$ cat config.mk
export PLATFORM = sky130hd
export DESIGN_NAME = vid_in_timing_recover
export DESIGN_NICKNAME = d
export VERILOG_FILES = /design/src/rtl/vid_in_timing_recover.sv
export SDC_FILE = /design/constraint.sdc
export NUM_CORES = 1
export LEC_CHECK = 0
export ABC_AREA = 1
export BUFFER_PORTS_ARGS = -buffer_cell sky130_fd_sc_hd__buf_4
export CAP_MARGIN = 10
export CORE_ASPECT_RATIO = 0.9
export CORE_MARGIN = 2
export CORE_UTILIZATION = 42
export DETAILED_ROUTE_END_ITERATION = 6
export GPL_ROUTABILITY_DRIVEN = 1
export SYNTH_ARGS = -nofsm -noshare
export SYNTH_HDL_FRONTEND = slang
export SYNTH_SLANG_ARGS = --single-unit
$ cat constraint.sdc
create_clock -name pclk -period 2.66 [get_ports pclk]
set_input_delay 0.133 -clock pclk [delete_from_list [all_inputs] [get_ports pclk]]
set_output_delay 0.133 -clock pclk [all_outputs]
set_load 0.005 [all_outputs]
$ cat src/rtl/vid_in_timing_recover.sv
// Input-side video timing recovery: normalises receiver syncs, regenerates
// horizontal/vertical display enables and pixel coordinates, measures the
// incoming frame geometry and tracks whether that geometry is stable.
module vid_in_timing_recover #(
  parameter int RGB_hbit    = 1,
  parameter int HS_invert   = 0,
  parameter int VS_invert   = 0,
  parameter int CNT_BITS    = 12,
  parameter int LOCK_FRAMES = 2
) (
  input  logic                pclk,
  input  logic                reset,
  input  logic [3:0]          pc_ena,
  input  logic                hs_in,
  input  logic                vs_in,
  input  logic                de_in,
  input  logic [RGB_hbit:0]   r_in,
  input  logic [RGB_hbit:0]   g_in,
  input  logic [RGB_hbit:0]   b_in,
  output logic                hs_out,
  output logic                vs_out,
  output logic                hde_out,
  output logic                vde_out,
  output logic [RGB_hbit:0]   r_out,
  output logic [RGB_hbit:0]   g_out,
  output logic [RGB_hbit:0]   b_out,
  output logic [CNT_BITS-1:0] x_pos,
  output logic [CNT_BITS-1:0] y_pos,
  output logic [CNT_BITS-1:0] h_total,
  output logic [CNT_BITS-1:0] h_active,
  output logic [CNT_BITS-1:0] v_total,
  output logic [CNT_BITS-1:0] v_active,
  output logic                locked,
  output logic                fmt_change
);

  localparam logic                HS_INV = (HS_invert != 0);
  localparam logic                VS_INV = (VS_invert != 0);
  localparam logic [CNT_BITS-1:0] CMAX   = '1;
  localparam logic [CNT_BITS-1:0] CONE   = CNT_BITS'(1);
  localparam logic [3:0]          LOCK_N = 4'(LOCK_FRAMES);
  localparam int                  MW     = 4 * CNT_BITS;

  typedef enum logic [1:0] {SEARCH, MEASURE, LOCKED} state_t;

  // Counters stop at all-ones instead of wrapping.
  function automatic logic [CNT_BITS-1:0] sat_inc(input logic [CNT_BITS-1:0] v);
    return (v == CMAX) ? v : v + CONE;
  endfunction

  logic                tick;
  logic                hs_n, vs_n;
  logic                hs_rise, vs_rise, de_rise, de_fall;
  logic                wd_timeout;
  logic [MW-1:0]       meas_new;

  logic                hs_q, hs_d, vs_q, vs_d, hde_q, hde_d, vde_q, vde_d;
  logic [RGB_hbit:0]   r_q, r_d, g_q, g_d, b_q, b_d;
  logic [CNT_BITS-1:0] x_q, x_d, y_q, y_d;
  logic                first_line_q, first_line_d, line_de_q, line_de_d;
  logic [CNT_BITS-1:0] hcnt_q, hcnt_d, hrun_q, hrun_d, vcnt_q, vcnt_d;
  logic [CNT_BITS-1:0] vact_q, vact_d, wd_q, wd_d;
  logic [CNT_BITS-1:0] h_total_q, h_total_d, h_active_q, h_active_d;
  logic [CNT_BITS-1:0] v_total_q, v_total_d, v_active_q, v_active_d;
  state_t              state_q, state_d;
  logic [3:0]          match_q, match_d;
  logic [MW-1:0]       prev_q, prev_d;
  logic                prev_vld_q, prev_vld_d;
  logic                locked_q, locked_d, fmt_q, fmt_d;

  // Edges are taken against the previous tick's registered (normalised) levels.
  assign tick    = (pc_ena == 4'd0);
  assign hs_n    = hs_in ^ HS_INV;
  assign vs_n    = vs_in ^ VS_INV;
  assign hs_rise = hs_n & ~hs_q;
  assign vs_rise = vs_n & ~vs_q;
  assign de_rise = de_in & ~hde_q;
  assign de_fall = ~de_in & hde_q;
  assign wd_timeout = tick && !hs_rise && (wd_q == (CMAX - CONE));

  // Pass-through, coordinates, enables and geometry counters.
  always_comb begin
    hs_d = hs_q;  vs_d = vs_q;  hde_d = hde_q;  vde_d = vde_q;
    r_d = r_q;  g_d = g_q;  b_d = b_q;
    x_d = x_q;  y_d = y_q;
    first_line_d = first_line_q;  line_de_d = line_de_q;
    hcnt_d = hcnt_q;  hrun_d = hrun_q;  vcnt_d = vcnt_q;  vact_d = vact_q;  wd_d = wd_q;
    h_total_d = h_total_q;  h_active_d = h_active_q;
    v_total_d = v_total_q;  v_active_d = v_active_q;
    if (tick) begin
      hs_d  = hs_n;
      vs_d  = vs_n;
      hde_d = de_in;
      r_d   = de_in ? r_in : '0;
      g_d   = de_in ? g_in : '0;
      b_d   = de_in ? b_in : '0;

      if (de_rise)    x_d = '0;
      else if (de_in) x_d = sat_inc(x_q);

      if (de_rise) y_d = (first_line_q || vs_rise) ? '0 : sat_inc(y_q);

      if (vs_rise)      first_line_d = 1'b1;
      else if (de_rise) first_line_d = 1'b0;

      // A line with no active pixel closes the vertical active region.
      if (vs_rise)                      vde_d = 1'b0;
      else if (de_rise)                 vde_d = 1'b1;
      else if (hs_rise && !line_de_q)   vde_d = 1'b0;

      if (hs_rise)    line_de_d = de_in;
      else if (de_in) line_de_d = 1'b1;

      if (hs_rise) begin
        hcnt_d    = CONE;
        h_total_d = hcnt_q;
      end else begin
        hcnt_d    = sat_inc(hcnt_q);
      end

      if (de_rise)    hrun_d = CONE;
      else if (de_in) hrun_d = sat_inc(hrun_q);
      if (de_fall)    h_active_d = hrun_q;

      // An hs edge on the same tick as the vs edge opens the new frame.
      if (vs_rise) begin
        v_total_d  = vcnt_q;
        v_active_d = vact_q;
        vcnt_d     = hs_rise ? CONE : '0;
        vact_d     = de_rise ? CONE : '0;
      end else begin
        if (hs_rise) vcnt_d = sat_inc(vcnt_q);
        if (de_rise) vact_d = sat_inc(vact_q);
      end

      wd_d = hs_rise ? '0 : sat_inc(wd_q);
    end
  end

  // Lock tracking: compare each completed frame's geometry with the previous one.
  always_comb begin
    state_d    = state_q;
    match_d    = match_q;
    prev_d     = prev_q;
    prev_vld_d = prev_vld_q;
    fmt_d      = fmt_q;
    meas_new   = {h_total_d, h_active_d, v_total_d, v_active_d};
    if (tick) begin
      fmt_d = 1'b0;
      if (wd_timeout) begin
        state_d    = SEARCH;
        match_d    = 4'd0;
        prev_vld_d = 1'b0;
        fmt_d      = (state_q == LOCKED);
      end else if (vs_rise) begin
        prev_d     = meas_new;
        prev_vld_d = 1'b1;
        case (state_q)
          SEARCH: begin
            // The frame that was in progress when searching began is partial.
            state_d    = MEASURE;
            match_d    = 4'd0;
            prev_vld_d = 1'b0;
          end
          MEASURE: begin
            if (prev_vld_q && (meas_new == prev_q))
              match_d = (match_q == 4'hF) ? match_q : match_q + 4'd1;
            else
              match_d = 4'd1;
            if (match_d >= LOCK_N) state_d = LOCKED;
          end
          LOCKED: begin
            if (meas_new != prev_q) begin
              state_d = MEASURE;
              match_d = 4'd1;
              fmt_d   = 1'b1;
            end
          end
          default: state_d = SEARCH;
        endcase
      end
    end
    locked_d = (state_d == LOCKED);
  end

  // State register; reset wins over the clock enable.
  always_ff @(posedge pclk) begin
    if (reset) begin
      hs_q <= 1'b0;  vs_q <= 1'b0;  hde_q <= 1'b0;  vde_q <= 1'b0;
      r_q <= '0;  g_q <= '0;  b_q <= '0;
      x_q <= '0;  y_q <= '0;
      first_line_q <= 1'b1;  line_de_q <= 1'b0;
      hcnt_q <= '0;  hrun_q <= '0;  vcnt_q <= '0;  vact_q <= '0;  wd_q <= '0;
      h_total_q <= '0;  h_active_q <= '0;  v_total_q <= '0;  v_active_q <= '0;
      state_q <= SEARCH;  match_q <= 4'd0;  prev_q <= '0;  prev_vld_q <= 1'b0;
      locked_q <= 1'b0;  fmt_q <= 1'b0;
    end else begin
      hs_q <= hs_d;  vs_q <= vs_d;  hde_q <= hde_d;  vde_q <= vde_d;
      r_q <= r_d;  g_q <= g_d;  b_q <= b_d;
      x_q <= x_d;  y_q <= y_d;
      first_line_q <= first_line_d;  line_de_q <= line_de_d;
      hcnt_q <= hcnt_d;  hrun_q <= hrun_d;  vcnt_q <= vcnt_d;  vact_q <= vact_d;  wd_q <= wd_d;
      h_total_q <= h_total_d;  h_active_q <= h_active_d;
      v_total_q <= v_total_d;  v_active_q <= v_active_d;
      state_q <= state_d;  match_q <= match_d;  prev_q <= prev_d;  prev_vld_q <= prev_vld_d;
      locked_q <= locked_d;  fmt_q <= fmt_d;
    end
  end

  assign hs_out     = hs_q;
  assign vs_out     = vs_q;
  assign hde_out    = hde_q;
  assign vde_out    = vde_q;
  assign r_out      = r_q;
  assign g_out      = g_q;
  assign b_out      = b_q;
  assign x_pos      = x_q;
  assign y_pos      = y_q;
  assign h_total    = h_total_q;
  assign h_active   = h_active_q;
  assign v_total    = v_total_q;
  assign v_active   = v_active_q;
  assign locked     = locked_q;
  assign fmt_change = fmt_q;

endmodule

# After elaboration in Yosys (flattened, before gate mapping)
# Index checks and enable logic that the tools add are counted.
[word_totals]
ff_bits = 201
word_cells = 156
out_inout_bits = 84
input_bits = 15
[classes]
order_cmp = 1
n_addsub = 8
n_reduce_logical = 29
mux = 61
n_eq_ne = 22
bitwise_logic = 9
[op_table]
columns = ["op", "count"]
rows = [
  ["two-way mux 12 bit", 26],
  ["equality test 12 bit (second input constant)", 8],
  ["adder 12 x 1 -> 12 bit (second input constant)", 7],
  ["equality test 48 bit", 1],
  ["inequality test 48 bit", 1],
  ["two-way mux 4 bit", 9],
  ["AND reduction 3 bit", 6],
  ["two-way mux 1 bit", 16],
  ["two-way mux 2 bit", 8],
  ["inequality test 2 bit (second input constant)", 7],
  ["case mux 4 bit (3 select lines)", 1],
  ["AND reduction 2 bit", 6],
  ["nonzero test 2 bit", 5],
  ["case mux 2 bit (3 select lines)", 1],
  ["inverter 1 bit", 5],
  ["adder 4 x 1 -> 4 bit (second input constant)", 1],
  ["AND 1 bit", 4],
  ["equality test 2 bit (second input constant)", 2],
  ["equality test 4 bit (second input constant)", 1],
  [">= comparator 4 x 2 -> 1 bit (second input constant)", 1],
  ["logical AND 1 bit", 4],
  ["zero test 4 bit", 1],
  ["AND reduction 4 bit", 1],
  ["nonzero test 4 bit", 1],
  ["6 further kinds", 7],
]

# Depth between registers and ports, before layout
[logic_depth]
depth_word = 18
depth_mapped = 22
mapped_depth_nobuf = 21

# Worst setup path before layout
# Ideal clock, no wire load.
[synth_timing]
path_type = "reg-to-reg"
from = "register vs_q, in the netlist vs_out"
to = "register match_q[0]"
stages_incl_launch_ff = 21
required_ns = 2.542
t_arrival_ns = 2.054
slack_ns = 0.488
n_path_buf = 1
path_cell_list = "dfxtp_1 -> inv_2 -> nand2_4 -> buf_6 -> nand2_1 -> nand2_1 -> nand2_1 -> nand3_1 -> nand2_1 -> nor2_1 -> nand2_1 -> nor2_1 -> nand2_1 -> nor2_4 -> nand2_1 -> nor2_2 -> nand2_1 -> a21oi_1 -> o21ai_1 -> nand2_1 -> a21oi_1"
[synth_via]
elab_chain_len = 14
elab_cells_between_ends = 20
cone_classes = "eq/ne (3); mux (12); bitwise (2); reduce/logical (3)"
[synth_lines]
columns = ["element", "line_no", "source"]
rows = [
  ["from (decl)", "57", "logic hs_q, hs_d, vs_q, vs_d, hde_q, hde_d, vde_q, vde_d;"],
  ["from (signal assigned)", "189", "hs_q <= 1'b0; vs_q <= 1'b0; hde_q <= 1'b0; vde_q <= 1'b0;"],
  ["from (signal assigned)", "198", "hs_q <= hs_d; vs_q <= vs_d; hde_q <= hde_d; vde_q <= vde_d;"],
  ["inverter 1 bit *", "76", "assign vs_rise = vs_n & ~vs_q;"],
  ["AND 1 bit *", "76", ""],
  ["two-way mux 12 bit", "126", "if (vs_rise) begin"],
  ["two-way mux 12 bit", "90", "if (tick) begin"],
  ["equality test 48 bit", "166", "if (prev_vld_q && (meas_new == prev_q))"],
  ["logical AND 1 bit", "166", ""],
  ["two-way mux 4 bit", "166", ""],
  ["two-way mux 4 bit", "158", "case (state_q)"],
  ["two-way mux 4 bit", "155", "end else if (vs_rise) begin"],
  ["two-way mux 4 bit", "150", "if (wd_timeout) begin"],
  ["two-way mux 4 bit", "148", "if (tick) begin"],
  ["case mux 4 bit (3 select lines)", "158", ""],
  ["two-way mux 4 bit", "155", ""],
  ["two-way mux 4 bit", "150", ""],
  ["to (signal assigned)", "205", "state_q <= state_d; match_q <= match_d; prev_q <= prev_d; prev_vld_q <= prev_vld_d;"],
  ["to (decl)", "66", "logic [3:0] match_q, match_d;"],
]
# Every way passes the cells marked *; elsewhere a longest branch is shown, timed or not. The select of a mux whose other input is x is not followed.
# A chain may end at the register's enable or synchronous reset.

# Final worst setup path
# Ends and elaborated chain as after synthesis.

==> out/metrics.yaml <==
critical_path_class: "register to register"
clkSinkCount: 201
start_util_pct: 43.0
gr-usage-all-layers_pct: 22.3
gp_congestion: 0.861
critPathMaxFanout: 6
synth_top_area_share_pct: 41.3
whs_ns: 0.0243
yosys.cell_types.count: 45
routed_via_density: 5.05
hold_violations: 0
antenna_found_initial: 0
grt-ovfl-total: 0
tightestPinTransition_ns: 0.605
cts.clk_slew.worst_paths_ns: 0.06
drc: 0
insertion_delay_ns: 0.52
min_path_type: "input port to register"
synth_edf_count: 0
cts_buffers: 24
slowest_delay_ns: 0.40
clk_path_buf_depth: 3
drtPass1Iterations: 5
synthTopCellsByArea: "dfxtp_1, nand2_1, inv_1, a21oi_1, o21ai_0"
intPower_mw: 5.03
p_leak_nw: 5.11
sequentialPowerShare_pct: 46.6
grt_max_degree: 50
fillers: 2247
io_buffers: 98
cp.required_ns: 3.07
core_area_um2: 22600
num_vias: 9546
powerDensity_nw_per_um2: 551
pin_count: 99
p_switching_mw: 1.57
cts_max_level: 1
drt_wl_total_um: 27500
cts_tree: "done"
grt_pass1_vias: 8526
drv_cap: 0
setup_violations: 0
root_buffer: "clkbuf_16"
ys_seq_elements: 201
synth_area_um2: 9750
status: "complete, no violations"
p_total_mw: 6.60
synth_area_per_cell_um2: 6.82
synth_most_common_cell: "nand2_1"
final_layout_size_suffix_gt1_share_pct: 15.0
die_height_um: 149
synthTopCellsByCount: "nand2_1, dfxtp_1, inv_1, nor2_1, a21oi_1"
path_cells: "inv_2 > nand2_4 > buf_4 > nand2_1 > nand2_1 > nand2_1 > nand3_1 > nand2_1 > nor2_1 > nand2_1 > nor2_1 > nand2_1 > nor2_4 > nand2_1 > nor2_2 > nand2_1 > a21oi_1 > o21ai_1 > nand2_1 > a21oi_1"
synth_ff_type: "dfxtp_1"
area_delta_synth_final_pct: 22.9
finalCriticalPeriod_ns: 2.45
num_rows: 52
async_reset_ff_share_pct: 0
grt_first_pass_wirelength_um: 43600
clkPwrFrac_pct: 46.1
timing.fmax_mhz: 409
yosysWarnings: 0
critPathCaptureType: "register"
wl_per_cell_um: 14.6
vdd_drop_max_uv: 447
crit_arrival_ns: 2.85
skew_ns: 0.0120
p_comb_share_pct: 7.3
min_period_over_period_pct: 92.0
drtIter0Drc: 548
ys_seq_area_share_pct: 41.3
final_util_pct: 52.9
crit_top_cell: "nand2_1"
slew_viol_final: 0
antennaDiodeCount: 0
syn_inst: 1429
syn-num-nets: 1457
max-slew-margin-rel_pct: 59.6
ant_nets: 0
crit_path_start_kind: "register"
dpl.hpwl_um: 19700
swShare_pct: 23.8
die_area_um2: 24400
crit_slowest_cell: "dfxtp_2"
fp.dieW_um: 165
nets: 1610
yosysTopAreaCell: "dfxtp_1"
-- metrics by stage --
step	TNS [ns]	instance area (um2)	cells	setup slack, ns
3_3_place_gp	0	11100	1838	0.0175
5_1_grt	-0.0107	12000	1890	-0.0107
4_1_cts	0	11800	1882	0.0229
3_5_place_dp	-0.119	11100	1838	-0.0352
2_1_floorplan	0	9750	1429	0.488
6_report	0	12000	1890	0.213
-- power by group through the flow --
| stage | combinational, mW | sequential, mW | clock [mW] |
|---|---|---|---|
| global placement | 0.451 | 3.14 | 0 |
| finish | 0.480 | 3.08 | 3.04 |
| global route | 0.531 | 3.08 | 3.23 |
| detailed placement | 0.454 | 3.14 | 0 |
| floorplan | 0.282 | 3.14 | 0 |
| CTS | 0.465 | 3.08 | 3.10 |
-- metal layers --
layer  track usage (%)  share of wire (%)  up-vias
met2              33.7                 42      261
li1                  -                  -     4922
met4              7.30                2.9        0
met5                 0                  0        -
met3              3.60                6.1       56
met1              32.3                 49     4307
-- repair_timing --
action / CTS / global route
resized for setup: 0 / 12
endpoints found under the setup margin: 0 / 17
hold buffers: 7 / 0
setup buffers: 0 / 7
endpoints found under the hold margin: 7 / 0
-- flip-flops by register name (all words and copies together), names as in the netlist, 4 cells and up --
signal    cells
prev_q       48
vact_q       12
v_total      12
v_active     12
h_active     12
h_total      12
match_q       4
y_pos        12
wd_q         12
x_pos        12
hcnt_q       12
vcnt_q       12
hrun_q       12
-- cell type report --
| cell class | instances | area (um2) | area share [%] |
|---|---|---|---|
| multi-input cells | 984 | 4760 | 39.7 |
| flip-flops and latches | 201 | 4030 | 33.6 |
| repair buffers | 166 | 1330 | 11.1 |
| inverters | 205 | 772 | 6.45 |
| clock buffers | 35 | 703 | 5.87 |
| well taps | 297 | 372 | 3.10 |
| clock inverters | 2 | 10.0 | 0.0836 |
-- cells by family (layout without fill, tap and decap cells) --
group | after synthesis | after routing | synth area share [%]
flip-flops | 201 | 201 | 41.3
AO/OA/AOI/OAI | 267 | 267 | 14.8
buffers and inverters | 245 | 408 | 10.3
XOR/XNOR | 4 | 4 | 0.360
AND/OR/NAND/NOR | 699 | 700 | 31.6
adder cells (fa/ha/maj) | 13 | 13 | 1.67
-- cells in the final DEF, fill, tap and decap left out, drive strengths merged, types with 9 or more instances in the layout --
master	Yosys	routed
a211oi	13	13
ha	13	13
nand3	85	85
dfxtp	201	201
o21ai	103	103
clkbuf	25	35
a31oi	10	10
nand2	398	398
a21oi	125	125
inv	202	202
nor3	35	35
nor2	141	142
nand3b	9	9
buf	15	159
nand4	18	18
-- worst paths after layout --
| path | to | startpoint | slack [ns] | cells past startpoint |
|---|---|---|---|---|
| worst max-delay path | match_q[0]$_SDFFE_PP0P_ | vs_out$_SDFFE_PP0N_ | 0.21 | 20 |
| worst min-delay path | vs_out$_SDFFE_PP0N_ | vs_in | 0.02 | 3 |
| worst max register to register | match_q[0]$_SDFFE_PP0P_ | vs_out$_SDFFE_PP0N_ | 0.21 | 20 |
| worst min register to register | first_line_q$_SDFFE_PP1P_ | first_line_q$_SDFFE_PP1P_ | 0.46 | 2 |
-- critical path: cells and delay by family, from the launching register on --
family | cells | cell delay [ns]
buffers and inverters | 2 | 0.25
AOI/OAI and AO/OA | 3 | 0.25
and+or+nand+nor | 15 | 1.43
DFF | 1 | 0.40
Power figures use the tool's default switching activity.
